### src/rtl/uart_receiver.sv
// -----------------------------------------------------------------------------
// uart_receiver
//   8-bit asynchronous serial receiver with optional odd/even parity.
//   The rx line passes through a two-flop synchronizer. A falling edge of the
//   synchronized line starts a frame, and the start bit is re-checked at
//   mid-bit so that short glitches are rejected. Data bits arrive LSB first.
//   After the stop bit, the byte and its error flags are published together
//   with a one-cycle data_valid strobe.
//
// Parameters
//   CLKS_PER_BIT  clock cycles per serial bit (>= 4, even)
//
// Ports
//   clk            system clock; all state changes on the rising edge
//   rst            synchronous active-high reset
//   rx             serial input line (asynchronous, idle high)
//   parity_type    2'b01 odd, 2'b10 even, 2'b00/2'b11 no parity bit
//   data_out       last received byte
//   data_valid     one-cycle pulse when a frame completes
//   parity_error   parity mismatch flag for the last frame
//   framing_error  stop bit sampled low in the last frame
//   busy           high whenever the receiver is not idle
// -----------------------------------------------------------------------------
module uart_receiver #(
    parameter int CLKS_PER_BIT = 868
) (
    input  logic       clk,
    input  logic       rst,
    input  logic       rx,
    input  logic [1:0] parity_type,
    output logic [7:0] data_out,
    output logic       data_valid,
    output logic       parity_error,
    output logic       framing_error,
    output logic       busy
);

    localparam int CNT_W = $clog2(CLKS_PER_BIT);
    localparam int SYNC_STAGES = 2;
    localparam logic [CNT_W-1:0] CNT_MID  = CNT_W'(CLKS_PER_BIT / 2 - 1);
    localparam logic [CNT_W-1:0] CNT_LAST = CNT_W'(CLKS_PER_BIT - 1);
    localparam logic [CNT_W-1:0] CNT_ONE  = CNT_W'(1);

    typedef enum logic [2:0] {
        IDLE,
        START,
        DATA,
        PARITY,
        STOP
    } state_t;

    // ---------------------------------------------------------------------
    // Input synchronizer. The stages reset to 1 (line idle) so that leaving
    // reset never looks like a start edge.
    // ---------------------------------------------------------------------
    logic [SYNC_STAGES-1:0] sync_reg;

    generate
        for (genvar gi = 0; gi < SYNC_STAGES; gi++) begin : g_sync
            if (gi == 0) begin : g_first
                always_ff @(posedge clk) begin
                    if (rst) begin
                        sync_reg[gi] <= 1'b1;
                    end else begin
                        sync_reg[gi] <= rx;
                    end
                end
            end else begin : g_next
                always_ff @(posedge clk) begin
                    if (rst) begin
                        sync_reg[gi] <= 1'b1;
                    end else begin
                        sync_reg[gi] <= sync_reg[gi-1];
                    end
                end
            end
        end
    endgenerate

    logic rx_s;
    assign rx_s = sync_reg[SYNC_STAGES-1];

    // ---------------------------------------------------------------------
    // Receiver state
    // ---------------------------------------------------------------------
    state_t           state_reg;
    logic [CNT_W-1:0] cnt_reg;
    logic [2:0]       idx_reg;
    logic [7:0]       shift_reg;
    logic [1:0]       mode_reg;
    logic             par_err_reg;
    logic             rx_prev_reg;
    logic [7:0]       data_out_reg;
    logic             data_valid_reg;
    logic             parity_error_reg;
    logic             framing_error_reg;
    logic             busy_reg;

    // The mode is latched at the start edge, so a change on parity_type
    // mid-frame cannot affect the frame in progress.
    logic mode_has_parity;
    logic parity_expected;
    assign mode_has_parity = (mode_reg == 2'b01) || (mode_reg == 2'b10);
    assign parity_expected = (mode_reg == 2'b10) ? (^shift_reg) : (~^shift_reg);

    always_ff @(posedge clk) begin
        if (rst) begin
            state_reg         <= IDLE;
            cnt_reg           <= '0;
            idx_reg           <= '0;
            shift_reg         <= '0;
            mode_reg          <= '0;
            par_err_reg       <= 1'b0;
            rx_prev_reg       <= 1'b1;
            data_out_reg      <= 8'h00;
            data_valid_reg    <= 1'b0;
            parity_error_reg  <= 1'b0;
            framing_error_reg <= 1'b0;
            busy_reg          <= 1'b0;
        end else begin
            rx_prev_reg    <= rx_s;
            data_valid_reg <= 1'b0;

            case (state_reg)
                IDLE: begin
                    // Edge detect, not level detect: a line held low after a
                    // bad stop bit must go high again before a new frame.
                    if (rx_prev_reg && !rx_s) begin
                        mode_reg    <= parity_type;
                        cnt_reg     <= '0;
                        idx_reg     <= '0;
                        par_err_reg <= 1'b0;
                        busy_reg    <= 1'b1;
                        state_reg   <= START;
                    end
                end

                START: begin
                    if (cnt_reg == CNT_MID) begin
                        cnt_reg <= '0;
                        if (!rx_s) begin
                            state_reg <= DATA;
                        end else begin
                            // Line already high again: a glitch, not a start bit.
                            busy_reg  <= 1'b0;
                            state_reg <= IDLE;
                        end
                    end else begin
                        cnt_reg <= cnt_reg + CNT_ONE;
                    end
                end

                DATA: begin
                    // The counter was cleared at mid-start, so each wrap
                    // lands in the middle of the next bit.
                    if (cnt_reg == CNT_LAST) begin
                        cnt_reg   <= '0;
                        shift_reg <= {rx_s, shift_reg[7:1]};
                        idx_reg   <= idx_reg + 3'd1;
                        if (idx_reg == 3'd7) begin
                            state_reg <= mode_has_parity ? PARITY : STOP;
                        end
                    end else begin
                        cnt_reg <= cnt_reg + CNT_ONE;
                    end
                end

                PARITY: begin
                    if (cnt_reg == CNT_LAST) begin
                        cnt_reg     <= '0;
                        par_err_reg <= (rx_s != parity_expected);
                        state_reg   <= STOP;
                    end else begin
                        cnt_reg <= cnt_reg + CNT_ONE;
                    end
                end

                STOP: begin
                    if (cnt_reg == CNT_LAST) begin
                        cnt_reg           <= '0;
                        data_out_reg      <= shift_reg;
                        parity_error_reg  <= par_err_reg;
                        framing_error_reg <= ~rx_s;
                        data_valid_reg    <= 1'b1;
                        busy_reg          <= 1'b0;
                        state_reg         <= IDLE;
                    end else begin
                        cnt_reg <= cnt_reg + CNT_ONE;
                    end
                end

                default: begin
                    cnt_reg   <= '0;
                    busy_reg  <= 1'b0;
                    state_reg <= IDLE;
                end
            endcase
        end
    end

    assign data_out      = data_out_reg;
    assign data_valid    = data_valid_reg;
    assign parity_error  = parity_error_reg;
    assign framing_error = framing_error_reg;
    assign busy          = busy_reg;

endmodule

### config.mk
export PLATFORM = sky130hd
export DESIGN_NAME = uart_receiver
export DESIGN_NICKNAME = d
export VERILOG_FILES = /design/src/rtl/uart_receiver.sv
export SDC_FILE = /design/constraint.sdc
export NUM_CORES = 1
export LEC_CHECK = 0
export ABC_AREA = 1
export CAP_MARGIN = 20
export CORE_MARGIN = 2
export CORE_UTILIZATION = 62
export DETAILED_ROUTE_END_ITERATION = 16
export HOLD_SLACK_MARGIN = 0.06
export PLACE_DENSITY_LB_ADDON = 0.2
export SYNTH_ARGS = -nofsm -noshare
export SYNTH_HDL_FRONTEND = slang
export SYNTH_SLANG_ARGS = --single-unit
### constraint.sdc
create_clock -name clk -period 2.59 [get_ports clk]
set_input_delay 0.6475 -clock clk [delete_from_list [all_inputs] [get_ports clk]]
set_output_delay 0.6475 -clock clk [all_outputs]
set_load 0.03 [all_outputs]
==> reports/summary.txt, run 1 <==
PLACEMENT
-----------------------------------------------------------------------------------------------
Placed instance area                                                                   2296 um2
Weighted congestion reported at the end of routability-driven placement                  0.8797
Number of port buffers                                                                       16
Post-detail-place hpwl                                                                  3232 um

GLOBAL ROUTING
-----------------------------------------------------------------------------------------------
Pin count of the biggest net entering global routing                                         23
Number of antenna violations at the first check in global routing                             0
Global route overflow                                                                         0
Global-route usage over all layers                                                       25.14%
Via count of the first global-routing pass                                                 1793
Global-route wire length before repair                                                  7810 um

RUN
-----------------------------------------------------------------------------------------------
Maximum Capacitance Violations                                                                0

FINISH
-----------------------------------------------------------------------------------------------
Area growth syn-to-layout                                                                13.64%
Cell area after layout                                                                 2407 um2
Fill cell instance count of the final layout                                                292
Net count of the finished layout                                                            336
Utilization of the core after routing                                                    72.71%
Max FFs per register                                                                         10
ANT cells                                                                                     0
Layout cells sized above 1                                                               10.70%

MIN PATH
-----------------------------------------------------------------------------------------------
Hold/Removal Path Class                                                            register to register
Number of cells traversed by the worst hold path                                              1
Worst Hold Endpoint                                                                rx_s$_SDFF_PP1_
Hold wc startpoint                                                                 sync_reg[0]$_SDFF_PP1_

CLOCK TREE
-----------------------------------------------------------------------------------------------
Number of gates given a new drive strength after cts                                          0
Post-CTS Repair Setup Buffers                                                                 0
Clock input transition at the sequential cells of the worst setup and hold paths        0.12 ns
Source-to-sink clock delay at the later pin of the worst-skew pair                      0.36 ns
Num CTS Buffers                                                                               5
Quantity of hold-fixing buffers added after cts                                               0
Clock tree from TritonCTS                                                                   yes
Number of buffers between clock root and the deepest sink                                     2
TritonCTS sink count                                                                         42
CTS Root Buffer Type                                                               sky130_fd_sc_hd__clkbuf_4
Level count of the clock H-tree                                                               2

YOSYS
-----------------------------------------------------------------------------------------------
Most common flop cell mapped by yosys                                              sky130_fd_sc_hd__dfxtp_1
Count of state elements after synthesis                                                      42
Number of distinct standard cells referenced by the synthesized netlist                      31
Dominant cell type by area after synthesis                                         sky130_fd_sc_hd__dfxtp_1
Average cell area after synthesis                                                     6.833 um2
Fraction of the yosys area taken by sequential cells                                     39.69%
Cell types occupying the most area after synthesis                                 sky130_fd_sc_hd__dfxtp_1 40%, sky130_fd_sc_hd__nand2_1 15%, sky130_fd_sc_hd__nand3_1 6.6%
Net count after synthesis                                                                   320
Synthesized cell area                                                                  2118 um2
Number of flops mapped to enable cells by yosys                                               0
Post-Syn Instances                                                                          310
Area fraction of the dominant cell type after synthesis                                  39.69%
Share of synthesized flip-flops with an asynchronous set or reset                            0%
Total of warnings raised by yosys                                                             0

DRT
-----------------------------------------------------------------------------------------------
Final wirelength                                                                        4492 um
Count of routing violations after the opening detailed-route iteration                      150
Detail-routed via count per cell                                                          5.300
First-pass iteration count of the detailed router                                             4
Detailed-route DRC error count                                                                0
Met2 wirelength from detailed routing                                                   2167 um
Final routed wire length divided by cell count                                         12.04 um
Top layer used by detailed routing                                                         met4
M1 wire length                                                                          2005 um
Total length of routed met3 wires                                                        215 um
Post-detailed-route count of antenna-violating nets                                           0
Number of vias in the routed layout                                                        1977

STA
-----------------------------------------------------------------------------------------------
Worst rel slew slack                                                                     59.20%
Final TNS setup                                                                            0 ns
Crit share post-route                                                                    79.29%
Setup repair after global routing missed its margin                                       false
Worst clock skew                                                                     0.01486 ns
Final hold violations                                                                         0
Min Tclk post-route                                                                    2.053 ns
Transition time of the tightest slew-check pin                                        0.6113 ns
Final setup viols                                                                             0
Achievable frequency                                                                  487.0 MHz
Final Max Slew Viols                                                                          0

FLOORPLANNING
-----------------------------------------------------------------------------------------------
Core region area                                                                       3311 um2
Die W                                                                                  62.45 um
Die footprint                                                                          3900 um2
Io pins                                                                                      17
Num rows                                                                                     21
Die Span Y                                                                             62.45 um
Initial standard-cell utilization of the core                                            63.98%

CRITICAL PATH
-----------------------------------------------------------------------------------------------
Sum of buffers and inverters on the critical path                                             1
Top fanout value on the critical path                                                         2
Critical R2R Launch                                                                cnt_reg[0]$_SDFFE_PP0P_
Critical-path cell with the highest stage delay                                    sky130_fd_sc_hd__clkdlybuf4s50_1
R2R Path End                                                                       idx_reg[2]$_SDFFE_PP0P_
Type of the worst setup path                                                       register to output pin
Cell type group with the largest total delay on the critical path                  buffers and inverters
Crit path DAT                                                                           1.41 ns
Required time at the endpoint of the critical path                                      1.94 ns
Cell-by-cell listing of the critical path                                          clkdlybuf4s50_1
Kind of start point of the critical path                                               register
Endpoint type of the worst setup path                                                output pin
Setup slack of the most critical reg-to-reg path                                        0.71 ns
Largest stage delay, worst path                                                         0.68 ns
Depth of the worst register-to-register path                                                 10

POWER
-----------------------------------------------------------------------------------------------
Pwr/cell area                                                                      784.7 nW/um2
Total leakage power                                                                 0.001048 uW
Combinational share of power                                                              32.6%
Part of the total power dissipated in sequential elements                                 39.1%
Fraction of power consumed by the clock network                                           28.3%
Worst voltage drop across the vdd grid                                              0.0005856 V
Int Power                                                                               1215 uW
Switch Pwr                                                                             673.8 uW
Switching Fraction                                                                       35.67%

STATUS
-----------------------------------------------------------------------------------------------
Result of the run                                                                     completed

[cell usage in the layout, fill, tap and decap left out, drive strengths merged]
master	count
nand4	5
and3	1
xor2	2
nand3	30
ha	5
nand3b	1
nand2	90
o21ai	21
inv	38
dfxtp	42
o211ai	1
clkdlybuf4s50	16
nor3	4
a211oi	1
bufinv	2
xnor2	1
o22ai	1
a21oi	25
nor2	29
buf	2
o21bai	2
or2	2
clkbuf	6
[per-layer routing]
layer  vias to the layer above  global-route usage (%)
li1                       1034                       -
met1                       881                   30.34
met2                        52                   43.15
met3                        10                   5.766
met4                         0                   10.28
met5                         -                       0
[kinds of logic after synthesis]
family / share of synthesized area (%)
xor+xnor: 1.241
flops: 39.69
buf+inv: 9.332
simple gates: 34.02
compound gates: 12.76
fa+ha+maj: 2.953
[through the flow]
step           hold WS (ns)  setup slack [ns]  power, uW  instances
6_report             0.4321            0.5365       1889        373
5_1_grt              0.4488            0.4912       2011        373
4_1_cts              0.4373            0.5262       1886        373
3_5_place_dp         0.4069            0.5799       1346        365
3_3_place_gp         0.3960            0.6689       1340        365
2_1_floorplan        0.3895             1.131       1244        310
[worst max path at each step]
stage / start / endpoint / slack [ns] / depth (start not counted)
floorplan: rst / idx_reg[1]$_SDFFE_PP0P_ / 1.13 / 5
global placement: rst / shift_reg[3]$_SDFFE_PP0P_ / 0.67 / 4
detailed placement: rst / shift_reg[4]$_SDFFE_PP0P_ / 0.58 / 4
CTS: data_out[4]$_SDFFE_PP0P_ / data_out[4] / 0.53 / 1
global route: data_out[0]$_SDFFE_PP0P_ / data_out[0] / 0.49 / 1
finish: data_out[4]$_SDFFE_PP0P_ / data_out[4] / 0.54 / 1
[power groups by stage]
stage                     logic, uW  clock network (uW)  registers, uW
final                           616                 534            738
after global routing            700                 568            742
after CTS                       608                 541            737
after detailed placement        593                   0            753
after global placement          589                   0            751
after floorplan                 485                   0            758
[cell type report]
class | count | area (um2) | share of cell area [%]
multi-input combinational | 221 | 1080 | 44.85
sequential | 42 | 840.8 | 34.93
timing repair buffer | 18 | 175.2 | 7.277
inverter | 38 | 142.6 | 5.925
clock inverter | 2 | 60.06 | 2.495
tap | 46 | 57.56 | 2.391
clock buffer | 6 | 51.30 | 2.131
[synth_stat cells, types with 4 or more instances]
library cell / count
sky130_fd_sc_hd__a21oi_1: 25
sky130_fd_sc_hd__nand3_1: 28
sky130_fd_sc_hd__inv_1: 29
sky130_fd_sc_hd__o21ai_0: 14
sky130_fd_sc_hd__nand4_1: 4
sky130_fd_sc_hd__ha_1: 5
sky130_fd_sc_hd__clkbuf_1: 4
sky130_fd_sc_hd__dfxtp_1: 42
sky130_fd_sc_hd__nor2_1: 27
sky130_fd_sc_hd__inv_2: 9
sky130_fd_sc_hd__nand2_2: 6
sky130_fd_sc_hd__nand2_1: 84
sky130_fd_sc_hd__o21ai_1: 7
(Power assumes the default switching activity.)
==> run 2, diff against run 1 <==
--- a/config.mk
+++ b/config.mk
@@ -8,7 +8,7 @@
 export ABC_AREA = 1
 export CAP_MARGIN = 20
 export CORE_MARGIN = 2
-export CORE_UTILIZATION = 62
+export CORE_UTILIZATION = 52
 export DETAILED_ROUTE_END_ITERATION = 16
 export HOLD_SLACK_MARGIN = 0.06
 export PLACE_DENSITY_LB_ADDON = 0.2
==> constraint.sdc (replaced) <==
create_clock -name clk -period 1.8 [get_ports clk]
set_input_delay 0.45 -clock clk [delete_from_list [all_inputs] [get_ports clk]]
set_output_delay 0.45 -clock clk [all_outputs]
set_load 0.03 [all_outputs]
==> reports/summary.txt, run 2 (same netlist as run 1, synthesis figures left out) <==
CRITICAL PATH
-----------------------------------------------------------------------------------------------
Crit path DAT                                                                           1.30 ns   -0.11 ns
Depth of the worst register-to-register path                                                 10   unchanged
Kind of start point of the critical path                                               register
R2R Path End                                                                       state_reg[0]$_SDFFE_PP0P_
Type of the worst setup path                                                       register to output pin
Sum of buffers and inverters on the critical path                                             1   unchanged
Worst Setup SP                                                                     data_out[3]$_SDFFE_PP0P_
Critical R2R Launch                                                                cnt_reg[1]$_SDFFE_PP0P_
Endpoint type of the worst setup path                                                output pin
Total stage count of the critical path                                                        1   unchanged
Setup slack of the most critical reg-to-reg path                                        0.21 ns   -0.50 ns
Cell-by-cell listing of the critical path                                          clkdlybuf4s50_1
Cell type group with the largest total delay on the critical path                  buffers and inverters
Top fanout value on the critical path                                                         2   unchanged
Required time at the endpoint of the critical path                                      1.35 ns   -0.59 ns
Largest stage delay, worst path                                                         0.67 ns   about the same
End point of the critical path                                                      data_out[3]
Critical-path cell with the highest stage delay                                    sky130_fd_sc_hd__clkdlybuf4s50_1

FINISH
-----------------------------------------------------------------------------------------------
Net count of the finished layout                                                            339   +0.89%
Commonest cells after routing, fill and taps aside                                 84 x sky130_fd_sc_hd__nand2_1, 42 x sky130_fd_sc_hd__dfxtp_1, 29 x sky130_fd_sc_hd__inv_1, 28 x sky130_fd_sc_hd__nand3_1, 27 x sky130_fd_sc_hd__nor2_1
Utilization of the core after routing                                                    61.88%   -11 points
ANT cells                                                                                     0   unchanged
Non-filler instance count after layout                                                      380   +1.9%
Layout cells sized above 1                                                               11.52%   +0.81 points
Max FFs per register                                                                         10   unchanged
Commonest non-fill, non-tap cell in the layout                                     sky130_fd_sc_hd__nand2_1
Fill cell instance count of the final layout                                                376   +29%
Area growth syn-to-layout                                                                16.01%

RUN
-----------------------------------------------------------------------------------------------
Maximum Capacitance Violations                                                                0   unchanged

DRT
-----------------------------------------------------------------------------------------------
First-pass iteration count of the detailed router                                             5   +1
Met2 wirelength from detailed routing                                                   1940 um   -10%
Count of routing violations after the opening detailed-route iteration                      139   -7.3%
Detail-routed via count per cell                                                          5.047   -4.8%
Number of vias in the routed layout                                                        1918   -3.0%
M1 wire length                                                                          2059 um   +2.7%
Final wirelength                                                                        4200 um   -6.5%
Final routed wire length divided by cell count                                         11.05 um   -8.2%
Total length of routed met3 wires                                                        125 um   -42%
Top layer used by detailed routing                                                         met4
Post-detailed-route count of antenna-violating nets                                           0   unchanged
Detailed-route DRC error count                                                                0   unchanged

GLOBAL ROUTING
-----------------------------------------------------------------------------------------------
Global route overflow                                                                         0   unchanged
Pin count of the biggest net entering global routing                                         23   unchanged
Via count of the first global-routing pass                                                 1669   -6.9%
Number of antenna violations at the first check in global routing                             0   unchanged
Global-route wire length before repair                                                  6969 um   -11%
Global-route usage over all layers                                                       20.15%   -5.0 points

FLOORPLANNING
-----------------------------------------------------------------------------------------------
Core region area                                                                       3971 um2   +20%
Initial standard-cell utilization of the core                                            53.34%   -11 points
Die footprint                                                                          4600 um2   +18%
Num rows                                                                                     23   +9.5%
Io pins                                                                                      17   unchanged
Die Span Y                                                                             67.83 um   +8.6%
Die W                                                                                  67.83 um   +8.6%

STA
-----------------------------------------------------------------------------------------------
Transition time of the tightest slew-check pin                                        0.3887 ns   -0.2226 ns
Final hold violations                                                                         0   unchanged
Worst clock skew                                                                    0.004518 ns   -0.01034 ns
Achievable frequency                                                                  569.9 MHz
Worst rel slew slack                                                                     73.95%   +15 points
Final TNS setup                                                                            0 ns   unchanged
Crit share post-route                                                                    97.49%
Final Max Slew Viols                                                                          0   unchanged
Min Tclk post-route                                                                    1.755 ns
Setup repair after global routing missed its margin                                       false
Final setup viols                                                                             0   unchanged

STATUS
-----------------------------------------------------------------------------------------------
Result of the run                                                                     completed

CLOCK TREE
-----------------------------------------------------------------------------------------------
TritonCTS sink count                                                                         42   unchanged
Level count of the clock H-tree                                                               2   unchanged
Clock tree from TritonCTS                                                                   yes
Clock input transition at the sequential cells of the worst setup and hold paths        0.08 ns   -0.04 ns
CTS Root Buffer Type                                                               sky130_fd_sc_hd__clkbuf_8
Source-to-sink clock delay at the later pin of the worst-skew pair                      0.29 ns   -0.07 ns
Number of buffers between clock root and the deepest sink                                     2   unchanged
Num CTS Buffers                                                                               5   unchanged

MIN PATH
-----------------------------------------------------------------------------------------------
Hold/Removal Path Class                                                            register to register

PLACEMENT
-----------------------------------------------------------------------------------------------
Number of port buffers                                                                       16   unchanged
Instance count after placement with tap cells included                                      372   +1.9%
Weighted congestion reported at the end of routability-driven placement                  0.8446   -4.0%
Post-detail-place hpwl                                                                  3122 um   -3.4%

POWER
-----------------------------------------------------------------------------------------------
Worst voltage drop across the vdd grid                                              0.0007033 V   +20%
Overall power consumption                                                               2665 uW   +41%
Total leakage power                                                                 0.001138 uW   +8.6%
Pwr/cell area                                                                       1085 nW/um2   +38%

-- run 2: worst min path at each step --
| stage | startpoint | end | slack [ns] | cells past startpoint |
|---|---|---|---|---|
| 6_report | sync_reg[0]$_SDFF_PP1_ | rx_s$_SDFF_PP1_ | 0.42 | 1 |
| 3_3_place_gp | sync_reg[0]$_SDFF_PP1_ | rx_s$_SDFF_PP1_ | 0.39 | 1 |
| 5_1_grt | sync_reg[0]$_SDFF_PP1_ | rx_s$_SDFF_PP1_ | 0.43 | 1 |
| 2_1_floorplan | sync_reg[0]$_SDFF_PP1_ | rx_s$_SDFF_PP1_ | 0.39 | 1 |
| 4_1_cts | sync_reg[0]$_SDFF_PP1_ | rx_s$_SDFF_PP1_ | 0.43 | 1 |
| 3_5_place_dp | sync_reg[0]$_SDFF_PP1_ | rx_s$_SDFF_PP1_ | 0.40 | 1 |
-- run 2: repair_timing --
item                       4_1_cts  5_1_grt
resized for setup                0        4
hold buffers                     0        0
setup buffers                    0        0
setup endpoints to repair        0        6
-- run 2: layer usage --
layer / up-vias / global-route usage (%)
met1: 843 / 24.66
met3: 8 / 3.618
met5: - / 0
li1: 1033 / -
met4: 0 / 9.000
met2: 34 / 34.56
-- run 2: power by group --
part	internal [uW]	switching (uW)	total (uW)	leakage (uW)
Sequential	999	53.8	1050	0.000340
Clock	408	316	724	0.0000579
Combinational	293	595	888	0.000740
Total	1700	965	2670	0.00114
-- run 2: per-stage QoR --
step                cell area, um2  hold WS, ns  worst slack (ns)
finish                        2457       0.4152           0.04523
floorplan                     2118       0.3895            0.3598
detailed placement            2336       0.4024            0.1570
CTS                           2445       0.4260           0.03126
global route                  2457       0.4317          0.002516
global placement              2336       0.3924            0.2174
-- run 2: area by class of cell --
cell class	instances	area [um2]	area share (%)
multi-input combinational	221	1085	44.14
sequential	42	840.8	34.22
timing repair buffer	21	217.7	8.859
inverter	38	142.6	5.804
clock buffer	5	68.82	2.800
tap	50	62.56	2.546
clock inverter	3	40.04	1.629
